<file path="src/rtl/uart_pkg.sv">
// Shared types and constants for the UART receiver.
package uart_pkg;

    typedef enum logic [2:0] {
        StIdle,
        StStart,
        StData,
        StParity,
        StStop,
        StBreak
    } rx_state_e;

    localparam int unsigned MinDiv      = 4;
    localparam int unsigned DefDataBits = 8;

endpackage

</file>
<file path="src/rtl/uart_sync.sv">
// Metastability synchronizer: a Stages-deep flop chain that resets to 1 (line idle).
module uart_sync #(
    parameter int unsigned Stages = 2
) (
    input  logic clk_i,
    input  logic rst_i,
    input  logic d_i,
    output logic q_o
);

    logic [Stages-1:0] sync_q;

    always_ff @(posedge clk_i) begin
        if (rst_i) begin
            sync_q <= '1;
        end else begin
            sync_q <= (sync_q << 1) | Stages'(d_i);
        end
    end

    assign q_o = sync_q[Stages-1];

endmodule

</file>
<file path="src/rtl/uart_rx_core.sv">
// UART receiver: 16x-style mid-bit sampling with a one-entry holding register.
// Optional even-parity checking is compiled in with UART_RX_PARITY_EN.
module uart_rx_core
    import uart_pkg::*;
#(
    parameter int unsigned DATA_BITS   = DefDataBits,
    parameter int unsigned SYNC_STAGES = 2,
    parameter int unsigned DIV_W       = 16
) (
    input  logic                 wb_clk_i,
    input  logic                 wb_rst_i,
    input  logic                 rx_i,
    input  logic [DIV_W-1:0]     clk_div_i,
    output logic [DATA_BITS-1:0] rx_data_o,
    output logic                 rx_valid_o,
    input  logic                 rx_ready_i,
    output logic                 frame_err_o,
    output logic                 overrun_o,
    output logic                 parity_err_o,
    output logic                 busy_o
);

    localparam int unsigned BitCntW = $clog2(DATA_BITS + 1);
    localparam int unsigned FlushW  = $clog2(SYNC_STAGES + 2);
    localparam logic [FlushW-1:0] FlushDone = FlushW'(SYNC_STAGES + 1);

    logic                 rx_s, rx_prev_q;
    logic [FlushW-1:0]    flush_q;
    rx_state_e            state_q, state_d;
    logic [DIV_W-1:0]     div_q, div_d, cnt_q, cnt_d, div_sel;
    logic [BitCntW-1:0]   bit_q, bit_d;
    logic [DATA_BITS-1:0] shift_q, shift_d, data_q, data_d;
    logic                 valid_q, valid_d, frame_err_q, frame_err_d, overrun_q, overrun_d;
    logic                 fall, tick, deliver;
`ifdef UART_RX_PARITY_EN
    logic                 par_flag_q, par_flag_d, par_err_q, par_err_d;
`endif

    uart_sync #(
        .Stages (SYNC_STAGES)
    ) u_sync (
        .clk_i (wb_clk_i),
        .rst_i (wb_rst_i),
        .d_i   (rx_i),
        .q_o   (rx_s)
    );

    // Edges only count once the reset ones have drained out of the chain and rx_prev_q,
    // so a line held low through reset never looks like a start bit.
    assign fall    = (flush_q == FlushDone) && rx_prev_q && !rx_s;
    assign tick    = (cnt_q == DIV_W'(1));
    assign div_sel = (clk_div_i < DIV_W'(MinDiv)) ? DIV_W'(MinDiv) : clk_div_i;

    always_comb begin
        state_d     = state_q;
        div_d       = div_q;
        cnt_d       = (cnt_q != '0) ? cnt_q - DIV_W'(1) : cnt_q;
        bit_d       = bit_q;
        shift_d     = shift_q;
        frame_err_d = 1'b0;
        deliver     = 1'b0;
`ifdef UART_RX_PARITY_EN
        par_flag_d  = par_flag_q;
        par_err_d   = 1'b0;
`endif
        case (state_q)
            StIdle: begin
                if (fall) begin
                    div_d   = div_sel;
                    cnt_d   = div_sel >> 1;
                    bit_d   = '0;
`ifdef UART_RX_PARITY_EN
                    par_flag_d = 1'b0;
`endif
                    state_d = StStart;
                end
            end
            StStart: begin
                if (tick) begin
                    cnt_d   = div_q;
                    state_d = rx_s ? StIdle : StData;
                end
            end
            StData: begin
                if (tick) begin
                    cnt_d   = div_q;
                    shift_d = {rx_s, shift_q[DATA_BITS-1:1]};
                    bit_d   = bit_q + BitCntW'(1);
                    if (bit_q == BitCntW'(DATA_BITS - 1)) begin
`ifdef UART_RX_PARITY_EN
                        state_d = StParity;
`else
                        state_d = StStop;
`endif
                    end
                end
            end
`ifdef UART_RX_PARITY_EN
            StParity: begin
                if (tick) begin
                    cnt_d      = div_q;
                    par_flag_d = rx_s ^ (^shift_q);
                    state_d    = StStop;
                end
            end
`endif
            StStop: begin
                if (tick) begin
                    if (rx_s) begin
                        state_d = StIdle;
`ifdef UART_RX_PARITY_EN
                        if (par_flag_q) par_err_d = 1'b1;
                        else            deliver   = 1'b1;
`else
                        deliver = 1'b1;
`endif
                    end else begin
                        frame_err_d = 1'b1;
                        state_d     = StBreak;
                    end
                end
            end
            StBreak: begin
                if (rx_s) state_d = StIdle;
            end
            default: state_d = StIdle;
        endcase
    end

    // Holding register: a delivery that meets an un-acknowledged byte is dropped.
    always_comb begin
        data_d    = data_q;
        valid_d   = valid_q;
        overrun_d = 1'b0;
        if (deliver) begin
            if (valid_q && !rx_ready_i) begin
                overrun_d = 1'b1;
            end else begin
                data_d  = shift_q;
                valid_d = 1'b1;
            end
        end else if (valid_q && rx_ready_i) begin
            valid_d = 1'b0;
        end
    end

    always_ff @(posedge wb_clk_i) begin
        if (wb_rst_i) begin
            rx_prev_q   <= 1'b1;
            flush_q     <= '0;
            state_q     <= StIdle;
            div_q       <= '0;
            cnt_q       <= '0;
            bit_q       <= '0;
            shift_q     <= '0;
            data_q      <= '0;
            valid_q     <= 1'b0;
            frame_err_q <= 1'b0;
            overrun_q   <= 1'b0;
        end else begin
            rx_prev_q   <= rx_s;
            if (flush_q != FlushDone) flush_q <= flush_q + FlushW'(1);
            state_q     <= state_d;
            div_q       <= div_d;
            cnt_q       <= cnt_d;
            bit_q       <= bit_d;
            shift_q     <= shift_d;
            data_q      <= data_d;
            valid_q     <= valid_d;
            frame_err_q <= frame_err_d;
            overrun_q   <= overrun_d;
        end
    end

`ifdef UART_RX_PARITY_EN
    always_ff @(posedge wb_clk_i) begin
        if (wb_rst_i) begin
            par_flag_q <= 1'b0;
            par_err_q  <= 1'b0;
        end else begin
            par_flag_q <= par_flag_d;
            par_err_q  <= par_err_d;
        end
    end

    assign parity_err_o = par_err_q;
`else
    assign parity_err_o = 1'b0;
`endif

    assign rx_data_o   = data_q;
    assign rx_valid_o  = valid_q;
    assign frame_err_o = frame_err_q;
    assign overrun_o   = overrun_q;
    assign busy_o      = (state_q != StIdle);

endmodule

</file>
<file path="config.mk">
export PLATFORM = sky130hd
export DESIGN_NAME = uart_rx_core
export DESIGN_NICKNAME = d
export VERILOG_FILES = /design/src/rtl/uart_pkg.sv /design/src/rtl/uart_sync.sv /design/src/rtl/uart_rx_core.sv
export SDC_FILE = /design/constraint.sdc
export NUM_CORES = 1
export LEC_CHECK = 0
export CORE_ASPECT_RATIO = 1.75
export CORE_MARGIN = 1.5
export CORE_UTILIZATION = 55
export DETAILED_ROUTE_END_ITERATION = 8
export PLACE_DENSITY = 0.78
export REMOVE_ABC_BUFFERS = 1
export SETUP_SLACK_MARGIN = 0.5
export SYNTH_ARGS = -nofsm -noshare
export SYNTH_HDL_FRONTEND = slang
export SYNTH_SLANG_ARGS = --single-unit
</file>
<file path="constraint.sdc">
create_clock -name wb_clk_i -period 4.7 [get_ports wb_clk_i]
set_input_delay 1.41 -clock wb_clk_i [delete_from_list [all_inputs] [get_ports wb_clk_i]]
set_output_delay 1.41 -clock wb_clk_i [all_outputs]
set_load 0.05 [all_outputs]
</file>
==> results by group <==
Cells and area
  – # fillers: 448
  – Number of antenna diodes: 0
  – Final Util: 0.666
  – Final Non-Filler Cells: 436
  – Area occupied by multi-input gates: roughly 1600 µm²
  – Final instance area: 3470 µm²
  – Area Growth Syn to Fin: 18.5%
  – Flip-flop and latch area: 1260 µm²
  – Share of cells above drive strength 1: 0.0919
  – Nets: ~400

Drt
  – Residual DRC: 2
  – Post-route ant nets: 0
  – Post-Route WL: 6.59 mm
  – Routed len/inst: 15.1 µm
  – Vias: 2,599
  – Pre-antenna DRT Iters: 8
  – Vias per cell: about 6.0
  – DRT iter0 DRCs: 89

Clocking
  – Num CTS Buffers: 9
  – Latest clock arrival within the worst-skew pair: ~350 ps
  – Clock root cell: clkbuf_8
  – Num Clock Sinks: 63
  – Post_cts resized: 0
  – Register clock-pin slew on the reported worst setup and hold paths: around 70 ps
  – # hold bufs at CTS: 0
  – TritonCTS clock tree: done
  – H-tree depth: 3
  – CTS Buffer Depth: 2
  – Postcts setup bufs: 0

Yosys
  – EDFF count, synth: 0
  – Top-area cell type share of the netlist area: 0.431
  – Asr flop ratio synth: 0
  – Yosys warns: 0
  – Prevailing post-synth register cell: dfxtp_1
  – Sequential-to-total area share from yosys stat: 0.431
  – Post-synth cell types: a little over 50
  – Avg Inst Size Synth: between 8 and 9 µm²
  – Synth Cell Area: 2930 µm²
  – Synth Register Bits: 63
  – Syn Inst Count: 350
  – Leading area contributor after synthesis: dfxtp_1
  – Area contributors post-synth: dfxtp_1, nand2_1, a21oi_1

Pwr
  – Maximum vdd ir drop: around 0.34 mV
  – Lkg Pwr: 1.19 nW
  – Tot Pwr: 1.96 mW
  – Cell Pwr Density: around 560 nW/µm²

Timing
  – Final setup fails: 0
  – Upper clock frequency limit: approximately 300 MHz
  – Min cycle time layout: about 3300 ps
  – Fin. max-slew vios: 0
  – Final setup TNS: 0 ps
  – RSZ-0062 raised after global routing: false
  – Normalized max-slew margin: 0.307
  – Fin. Hold Viols: 0
  – WHS: 413 ps
  – Skew final: 7.97 ps
  – Slew @ Worst Pin: 1040 ps
  – Period utilization: 0.708
  – Final setup margin: 1370 ps

Critical path
  – CP Max Fanout: 14
  – CP Launch Type: register
  – Crit path capture type: primary output
  – Crit Path Class: reg -> out
  – Crit path DAT: 1920 ps
  – WP data required: roughly 3300 ps

GRT
  – Global-route wire length before repair: 11.1 mm
  – Largest net degree at the start of global routing: 35
  – GR Util All Layers: 0.251
  – Vias in the first global route: around 2,400
  – Initial antenna violation count: 0
  – GR Overflow Total: 0

Worst hold path
  – Min-delay worst type: reg -> reg

Floorplanning
  – # rows: 35
  – Die Y: 99.5 µm
  – Initial core utilization: 0.562
  – Die ar.: 5790 µm²
  – Die X-Extent: 58.2 µm
  – Core Region: 5210 µm²
  – IO Count: 33

Place
  – Port Buf Inserts: 31
  – RD Place Congestion: 0.846
  – Post-DP HPWL: around 4.7 mm
  – Post-Place Cells: 420
  – Pre-CTS setup slack: 1530 ps
  – DP Area: 3240 µm²

Flow run
  – Max Cap Viol: 0

Run status
  – Status: complete, but fails checks
  – Violated checks: design-rule violations
==> cell type report <==
type,count,area share
clock buffers,11,0.0436
clock inverters,5,0.0231
inverters,4,0.00432
multi-input cells,265,0.454
flip-flops and latches,63,0.363
well taps,55,0.0198
repair buffers,33,0.0923
==> per-layer routing <==
layer | vias up | global-route usage | wire (µm) | part of all wire
li1 | 1307 | - | - | -
met1 | 1231 | 0.246 | 2530 | 0.38
met2 | 46 | 0.458 | 3680 | 0.56
met3 | 15 | 0.0780 | 190 | 0.029
met4 | 0 | 0.122 | 182 | 0.028
met5 | - | 0 | 0 | 0
==> registers in the layout, indices dropped and copies added (netlist names) <==
name	count
frame_err_o	1
rx_data_o	8
bit_q	4
rx_valid_o	1
shift_q	8
flush_q	2
div_q	16
cnt_q	16
u_sync.sync_q	2
state_q	3
overrun_o	1
rx_prev_q	1
==> critical path, stage by stage (launching register included) <==
cell and delay, ps:
dfxtp_1 610, or3_1 180, clkdlybuf4s50_1 790
==> cell usage in the layout (no fill, tap or decap), drive strengths merged, types with 3 or more instances in the layout <==
master | netlist | routed
or4 | 6 | 6
o22ai | 7 | 7
dfxtp | 63 | 63
nand2 | 63 | 63
nor4 | 13 | 13
a21oi | 34 | 34
ha | 5 | 5
nor3b | 4 | 4
nor2 | 23 | 23
inv | 4 | 4
or3 | 3 | 3
xnor2 | 9 | 9
clkdlybuf4s50 | 0 | 30
nand3 | 6 | 6
or2 | 7 | 7
a21boi | 6 | 6
clkbuf | 14 | 11
nand2b | 4 | 4
o21ai | 9 | 9
a31oi | 8 | 8
nor3 | 15 | 15
buf | 4 | 3
mux2i | 11 | 11
==> where the power goes <==
group / total [mW] / switching (mW) / internal (mW)
combinational: 0.735 / 0.415 / 0.321
sequential: 0.686 / 0.0833 / 0.603
clock: 0.538 / 0.212 / 0.326
==> synthesized netlist by cell type, drive strengths merged, types with 3 or more instances <==
cell type,number
or4,6
buf,4
nor3b,4
dfxtp,63
or2,7
a31oi,8
nand2,63
nor4,13
a21boi,6
ha,5
nand3,6
a21oi,34
nand2b,4
mux2i,11
inv,4
nor2,23
o22ai,7
o21ai,9
nor3,15
xnor2,9
or3,3
clkbuf,14
==> cells by family (layout without fill, tap and decap cells) <==
group / count (synthesis) / in the layout / share of synthesized area
AO/OA/AOI/OAI: 76 / 76 / 0.155
XOR/XNOR: 11 / 11 / 0.0329
adder cells (fa/ha/maj): 5 / 5 / 0.0214
buffers and inverters: 22 / 53 / 0.0316
flip-flops: 63 / 63 / 0.431
multiplexers: 13 / 13 / 0.0453
other: 1 / 1 / 0.00128
AND/OR/NAND/NOR: 159 / 159 / 0.282
==> path summary, 6_finish.rpt <==
kind / slack [ps] / cells past startpoint / from / endpoint
setup / recovery: 1370 / 2 / state_q[1]$_SDFFE_PP0P_ / busy_o
hold / removal: 410 / 1 / u_sync.sync_q[0]$_SDFF_PP1_ / u_sync.sync_q[1]$_SDFF_PP1_
setup reg to reg: 1940 / 5 / cnt_q[13]$_SDFF_PP0_ / cnt_q[5]$_SDFF_PP0_
hold reg to reg: 410 / 1 / u_sync.sync_q[0]$_SDFF_PP1_ / u_sync.sync_q[1]$_SDFF_PP1_
Note: power is estimated with default switching activity, not from simulation.
